**src/rtl/pc_ras.sv**
```systemverilog
// pc_ras: program counter with a return-address stack for call/return.
// Define PC_RAS_WRAP_EN to make the RAS circular (a call when full overwrites the oldest entry).
module pc_ras #(
    parameter int D     = 12,
    parameter int T     = 8,
    parameter int DEPTH = 4,
    parameter int SKIP  = 2
) (
    input  logic                       clk,
    input  logic                       reset,
    input  logic                       stall,
    input  logic                       branch_en,
    input  logic                       zero,
    input  logic                       jump_en,
    input  logic                       call_en,
    input  logic                       ret_en,
    input  logic                       rel_en,
    input  logic [T-1:0]               target,
    output logic [D-1:0]               prog_ctr,
    output logic [D-1:0]               ret_top,
    output logic [$clog2(DEPTH+1)-1:0] ras_depth,
    output logic                       ras_overflow,
    output logic                       ras_underflow
);

    localparam int DW = $clog2(DEPTH + 1);
    localparam int IW = (DEPTH > 1) ? $clog2(DEPTH) : 1;

    logic [D-1:0]  pc_q, pc_d;
    logic [DW-1:0] depth_q, depth_d;
    logic [D-1:0]  stack_q [DEPTH];
    logic [D-1:0]  stack_d [DEPTH];
    logic          ovf_q, ovf_d;
    logic          unf_q, unf_d;

    logic [D-1:0]  pc_inc;
    logic [D-1:0]  pc_skip;
    logic [D-1:0]  tgt_sext;
    logic [D-1:0]  tgt_abs;
    logic [D-1:0]  jmp_addr;
    logic [D-1:0]  top_val;
    logic [IW-1:0] top_idx;
    logic [IW-1:0] push_idx;
    logic          ras_empty;
    logic          ras_full;

    // Entries live at indices 0..depth-1; the newest is at depth-1.
    if (T == D) begin : g_full_tgt
        assign tgt_sext = target;
        assign tgt_abs  = target;
    end else begin : g_part_tgt
        assign tgt_sext = {{(D-T){target[T-1]}}, target};
        assign tgt_abs  = {pc_q[D-1:T], target};
    end

    assign pc_inc    = pc_q + D'(1);
    assign pc_skip   = pc_q + D'(SKIP);
    assign jmp_addr  = rel_en ? (pc_q + tgt_sext) : tgt_abs;

    assign ras_empty = (depth_q == '0);
    assign ras_full  = (depth_q == DW'(DEPTH));
    assign top_idx   = IW'(depth_q - DW'(1));
    assign push_idx  = IW'(depth_q);
    assign top_val   = ras_empty ? '0 : stack_q[top_idx];

    always_comb begin
        pc_d    = pc_q;
        depth_d = depth_q;
        stack_d = stack_q;
        ovf_d   = ovf_q;
        unf_d   = unf_q;
        if (!stall) begin
            if (ret_en) begin
                if (!ras_empty) begin
                    pc_d    = top_val;
                    depth_d = depth_q - DW'(1);
                end else begin
                    pc_d  = pc_inc;
                    unf_d = 1'b1;
                end
            end else if (call_en) begin
                pc_d = jmp_addr;
                if (!ras_full) begin
                    stack_d[push_idx] = pc_inc;
                    depth_d           = depth_q + DW'(1);
                end else begin
                    ovf_d = 1'b1;
`ifdef PC_RAS_WRAP_EN
                    for (int i = 0; i < DEPTH - 1; i++) begin
                        stack_d[i] = stack_q[i+1];
                    end
                    stack_d[DEPTH-1] = pc_inc;
`endif
                end
            end else if (jump_en) begin
                pc_d = jmp_addr;
            end else if (branch_en && zero) begin
                pc_d = pc_skip;
            end else begin
                pc_d = pc_inc;
            end
        end
    end

    always_ff @(posedge clk or posedge reset) begin
        if (reset) begin
            pc_q    <= '0;
            depth_q <= '0;
            ovf_q   <= 1'b0;
            unf_q   <= 1'b0;
            for (int i = 0; i < DEPTH; i++) begin
                stack_q[i] <= '0;
            end
        end else begin
            pc_q    <= pc_d;
            depth_q <= depth_d;
            ovf_q   <= ovf_d;
            unf_q   <= unf_d;
            for (int i = 0; i < DEPTH; i++) begin
                stack_q[i] <= stack_d[i];
            end
        end
    end

    assign prog_ctr      = pc_q;
    assign ret_top       = top_val;
    assign ras_depth     = depth_q;
    assign ras_overflow  = ovf_q;
    assign ras_underflow = unf_q;

endmodule

```
**config.mk**
```make
export PLATFORM = sky130hd
export DESIGN_NAME = pc_ras
export DESIGN_NICKNAME = d
export VERILOG_FILES = /design/src/rtl/pc_ras.sv
export SDC_FILE = /design/constraint.sdc
export NUM_CORES = 1
export LEC_CHECK = 0
export BUFFER_PORTS_ARGS = -buffer_cell sky130_fd_sc_hd__buf_4
export CORE_ASPECT_RATIO = 1.25
export CORE_MARGIN = 3
export CORE_UTILIZATION = 35
export DETAILED_ROUTE_END_ITERATION = 10
export PLACE_DENSITY_LB_ADDON = 0.08
export SLEW_MARGIN = 10
export SYNTH_ARGS = -nofsm -noshare
export SYNTH_HDL_FRONTEND = slang
export SYNTH_SLANG_ARGS = --single-unit
```
**constraint.sdc**
```tcl
create_clock -name clk -period 4.15 [get_ports clk]
set_input_delay 0.2075 -clock clk [delete_from_list [all_inputs] [get_ports clk]]
set_output_delay 0.2075 -clock clk [all_outputs]
set_load 0.05 [all_outputs]
```
Word-level counts from Yosys, hierarchy flattened
Index checks and enable logic that the tools add are counted.
{ "op_classes": {"div": 0, "n_addsub": 5, "mul": 0, "eq_ne": 3, "reduce_logical": 8, "bitwise": 5, "shifts": 0, "mux": 17, "order_cmp": 3} }
{ "ops": {"columns": ["cell", "n"], "rows": [
  ["12-bit 2-to-1 mux", 10],
  ["48-bit bitwise mux", 1],
  ["12-bit binary-select mux with 2-bit select", 1],
  ["12-bit demux with 2-bit select", 1],
  ["12-bit by 1-bit adder with 12-bit output (second input constant)", 1],
  ["12-bit adder", 1],
  ["12-bit by 2-bit adder with 12-bit output (second input constant)", 1],
  ["3-bit 2-to-1 mux", 4],
  ["4-bit AND reduction", 3],
  ["3-bit >= comparator (second input constant)", 2],
  ["2-bit NOT with 3-bit output", 2],
  ["2-bit inequality test (second input constant)", 2],
  ["3-bit by 1-bit adder with 3-bit output (second input constant)", 1],
  ["3-bit == test (second input constant)", 1],
  ["3-bit logical NOT", 1],
  ["3-bit by 1-bit < comparator with 1-bit output (second input constant)", 1],
  ["1-bit NOT", 3],
  ["3-bit AND reduction", 1],
  ["3-bit by 1-bit subtractor with 3-bit output (second input constant)", 1],
  ["1-bit logical AND", 2],
  ["2-bit nonzero test", 1]
]} }
{ "word_totals": {"n_memories": 0, "register_bits": 65, "inputBits": 17, "latchBits": 0, "ram_bits": 0, "wordCells": 49, "rom_bits": 0} }

Longest topological paths before layout
{ "depth": {"depth_word": 8, "ltp_mapped": 12, "ltp_nobuf": 8} }

Worst setup path before layout
OpenSTA, ideal clock, no wires.
{ "synth_path": {"path_type": "flip-flop to flip-flop", "start": "reg depth_q[0] (netlist: ras_depth[0])", "end": "reg pc_q[8] (netlist: prog_ctr[8])", "path_stages_with_launch": 9, "setup_time_ps": 126, "setup_slack_ps": 1180, "path_buffers": 2, "t_arrival_ps": 2843, "required_time_ps": 4024, "path_cell_list": "dfrtp_1 buf_6 buf_6 inv_1 ha_1 mux4_2 and2_1 o21bai_1 a221o_1"} }
{ "synth_via": {"elab_chain_len": 8} }
{ "synth_rtl": {"columns": ["item", "line", "source"], "rows": [
  ["start: declaration", "30", "logic [DW-1:0] depth_q, depth_d;"],
  ["start signal: assignment", "116", "depth_q <= depth_d;"],
  ["3-bit by 1-bit subtractor with 3-bit output", null, null],
  ["net top_idx[0]", "42", "logic [IW-1:0] top_idx;"],
  ["2-bit NOT with 3-bit output (not written as such)", "64", "assign top_val = ras_empty ? '0 : stack_q[top_idx];"],
  ["12-bit binary-select mux with 2-bit select", "64", null],
  ["12-bit 2-to-1 mux (not written as such) (2 in a row)", "64", null],
  ["12-bit 2-to-1 mux", "64", null],
  ["net ret_top[8]", "20", "output logic [D-1:0] ret_top,"],
  ["12-bit 2-to-1 mux", "74", "if (!ras_empty) begin"],
  ["12-bit 2-to-1 mux", "73", "if (ret_en) begin"],
  ["end signal: assignment", "115", "pc_q <= pc_d;"],
  ["end: declaration", "29", "logic [D-1:0] pc_q, pc_d;"]
]} }
The timed path passes the listed nets, and every way through them passes these cells. The select of a mux whose other input is x is not followed.
A chain may end at the register's enable or synchronous reset.

Worst setup path in the final report
{ "layout_path": {"start": "reg depth_q[1] (netlist: ras_depth[1])", "end": "out ret_top[7]"} }
{ "layout_via": {"elab_chain_len": 6} }
{ "layout_rtl": {"columns": ["item", "line"], "rows": [
  ["3-bit by 1-bit subtractor with 3-bit output", null],
  ["2-bit NOT with 3-bit output (not written as such)", "64"],
  ["12-bit binary-select mux with 2-bit select", "64"],
  ["12-bit 2-to-1 mux (not written as such) (2 in a row)", "64"],
  ["12-bit 2-to-1 mux *", "64"],
  ["end: declaration", "20"]
]} }
Every way passes the cells marked *; elsewhere a longest branch is shown, timed or not. The select of a mux whose other input is x is not followed.

==> flow_metrics.tcl <==
set metrics [dict create \
    status "finished, final reports clean" \
    final-instance-count-excl-fill 673 \
    regToRegSetupSlack_ps 1490 \
    antenna_cells 0 \
    postCtsSetupBuffers 0 \
    r2r_cells 6 \
    synth_mux_area_share_pct 8.88 \
    syn2layout_area_growth_pct 16.2 \
    grt_pass1_vias 3683 \
    setup_tns_ps 0 \
    fin_hold_ws_ps 55.9 \
    die_area_um2 14000 \
    io_pins 46 \
    clk_pin_slew_ps 60 \
    drc 0 \
    grt_use_met1_pct 24.1 \
    nets 541 \
    synth_cell_types 72 \
    routedWlPerCell_um 19.4 \
    fin_worst_skew_ps 6.52 \
    synth_top_cell_area_share_pct 36.8 \
    start_util_pct 36.0 \
    synth-edff-count 0 \
    finalHoldViolCount 0 \
    use_met3_pct 2.26 \
    fmax_mhz 365 \
    drv_cap 0 \
    drt_iter0_drc 167 \
    yosys-top-cells-area "dfrtp_1 (37%), o21ai_0 (6.3%), mux4_2 (5.6%)" \
    power_density_nw_per_um2 882 \
    yosysSeqAreaShare_pct 36.8 \
    synth_nets 512 \
    place.gp.congestion 0.850 \
    placed_area_um2 4840 \
    clock_latency_ps 330 \
    critPathBufInv 2 \
    min_period_ps 2740 \
    die_w_um 107 \
    postRouteAntennaNets 0 \
    cp_max_fo 13 \
    rows 45 \
    synth-simple-area-share_pct 18.2 \
    timing.final.crit_share_pct 66.0 \
    synthAdderAreaFrac_pct 5.83 \
    async_flop_share_pct 100 \
    slowest_delay_ps 740 \
    finalMaxSlewViolations 0 \
    cts_buffers 9 \
    ys_warn_count 0 \
    cts_resized 0 \
    synth_compound_area_share_pct 22.0 \
    detail_route.wirelength_um 13100 \
    antenna_found_initial 0 \
    hpwlAfterDp_um 9620 \
    crit_family "adder cells" \
    die_h_um 132 \
    ys_seq_elements 65 \
    syn_area_um2 4420 \
    setup_viol 0 \
    syn_area_per_cell_um2 9.31 \
    path_cells "inv_1 -> ha_1 -> mux4_2 -> and2_1 -> buf_4" \
    irDropWorstVdd_uv 447 \
    grt_max_degree 36 \
    clockBufferDepth 2 \
    synthCells 475 \
    holdBufCountCts 0 \
    setup.worst_path.class "reg -> out" \
    grt_overflow_total 0 \
    dr_total_vias 3735 \
    grtUsageTotal_pct 19.0 \
    portBuffers 45 \
    drive_gt1_share_pct 20.0 \
    synth_top_area_cell "dfrtp_1" \
    slew_headroom_pct 44.5 \
    r2r_end "prog_ctr[9]" \
    crit_required_ps 3940 \
    fin_area_um2 5140 \
    grt-busiest-layer "met2" \
    fp.coreArea_um2 12300 \
    synth_top_family_by_area "compound AO/OA/AOI/OAI gates" \
    htreeDepth 3 \
    drt_pre_antenna_iters 5 \
    grt_pass1_wl_um 20700 \
    worst_pin_slew_ps 831 \
    tritoncts "done" \
    cp_slowest_cell "ha_1" \
    regToRegStartpoint "ras_depth[1]" \
    leakagePower_uw 0.00224 \
    grt_setup_unrepaired "no" \
    cp_data_arrival_time_ps 2530 \
    fillers 1249 \
    end_kind "output port" \
    vias_per_cell 5.55 \
    cts_sinks 65 \
    synth_xor_area_share_pct 3.37 \
    ys.flop_type "dfrtp_1" \
    hold_class "in -> async" \
    clock-root-buffer "clkbuf_16" \
    place_inst 657 \
    startpoint_type "register" \
    grt_use_met2_pct 33.2 \
]
==> registers in the layout (all words and copies together) (netlist names) <==
signal / flops
stack_q: 48
prog_ctr: 12
ras_depth: 3
ras_overflow: 1
ras_underflow: 1
==> Yosys cell counts, types with 3 or more instances <==
| cell | number |
|---|---|
| a2111oi_0 | 3 |
| a211oi_1 | 3 |
| a21o_1 | 6 |
| a21oi_1 | 22 |
| a221o_1 | 4 |
| a31o_2 | 3 |
| a31oi_1 | 5 |
| and2_1 | 13 |
| and3_1 | 7 |
| buf_2 | 12 |
| buf_4 | 3 |
| clkbuf_1 | 12 |
| dfrtp_1 | 65 |
| ha_1 | 19 |
| inv_1 | 18 |
| mux2_2 | 7 |
| mux2i_1 | 4 |
| mux4_2 | 11 |
| nand2_1 | 63 |
| nand3_1 | 5 |
| nand4_1 | 5 |
| nor2_1 | 19 |
| nor2b_1 | 4 |
| nor3_1 | 9 |
| nor4_1 | 4 |
| o2111ai_1 | 3 |
| o21a_1 | 5 |
| o21ai_0 | 56 |
| o21ai_1 | 3 |
| o21bai_1 | 5 |
| o221ai_1 | 5 |
| or2_2 | 4 |
| or3_1 | 4 |
| xnor2_1 | 11 |
| xor2_1 | 6 |
==> worst max path at each step <==
stage / to / cells after the start / start
2_1_floorplan: prog_ctr[8] / 8 / ras_depth[0]
3_3_place_gp: prog_ctr[9] / 6 / ras_depth[1]
3_5_place_dp: prog_ctr[9] / 6 / ras_depth[1]
4_1_cts: ret_top[10] / 5 / ras_depth[1]
5_1_grt: ret_top[10] / 5 / ras_depth[1]
6_report: ret_top[7] / 5 / ras_depth[1]
==> final cells by class <==
class | count | area [um2] | area share (%)
clock inverters | 6 | 67.6 | 1.31
multi-input cells | 362 | 2580 | 50.1
flip-flops and latches | 65 | 1630 | 31.6
inverters | 18 | 67.6 | 1.31
repair buffers | 48 | 360 | 7.01
clock buffers | 10 | 239 | 4.65
well taps | 164 | 205 | 3.99
==> routing by layer <==
| metal | up-vias | share of wire, % | routed length (um) |
|---|---|---|---|
| met4 | 0 | 2.0 | 257 |
| li1 | 1808 | - | - |
| met2 | 83 | 52 | 6840 |
| met3 | 17 | 3.7 | 487 |
| met1 | 1827 | 42 | 5470 |
| met5 | - | 0 | 0 |
==> worst reg2reg max path, stage by stage (launching register included) <==
cell     delay, ps
dfrtp_1        390
inv_1           90
ha_1           740
mux4_2         600
and3_1         190
o31a_1         270
a221o_1        260
==> cells by family (layout without fill, tap and decap cells) <==
logic type | Yosys count | count (layout)
adders and majority gates | 20 | 20
and+or+nand+nor | 153 | 153
DFF | 65 | 65
AOI/OAI and AO/OA | 149 | 149
muxes | 23 | 23
buffers and inverters | 48 | 82
xor gates and xnor gates | 17 | 17
==> layout by cell type, fill, tap and decap left out, types with 9 or more instances in the layout <==
cell type / count
dfrtp_1: 65
inv_1: 17
o21ai_0: 56
clkbuf_16: 9
nand2_1: 63
ha_1: 19
a21oi_1: 22
xnor2_1: 11
nor2_1: 19
and2_1: 13
buf_4: 48
nor3_1: 9
mux4_2: 11
==> metrics by stage <==
step | setup WS, ps | util, % | total power, uW
2_1_floorplan | 1180 | - | 3080
3_3_place_gp | 1510 | 39.4 | 3760
3_5_place_dp | 1440 | 39.4 | 3790
4_1_cts | 1340 | 41.9 | 4580
5_1_grt | 1280 | 41.9 | 4850
6_report | 1410 | 41.9 | 4540
==> power breakdown <==
group / total, uW / internal [uW] / switching (uW)
combinational: 2580 / 970 / 1610
sequential: 1180 / 905 / 277
clock: 776 / 482 / 294
total: 4540 / 2360 / 2180
Power figures use the tool's default switching activity.
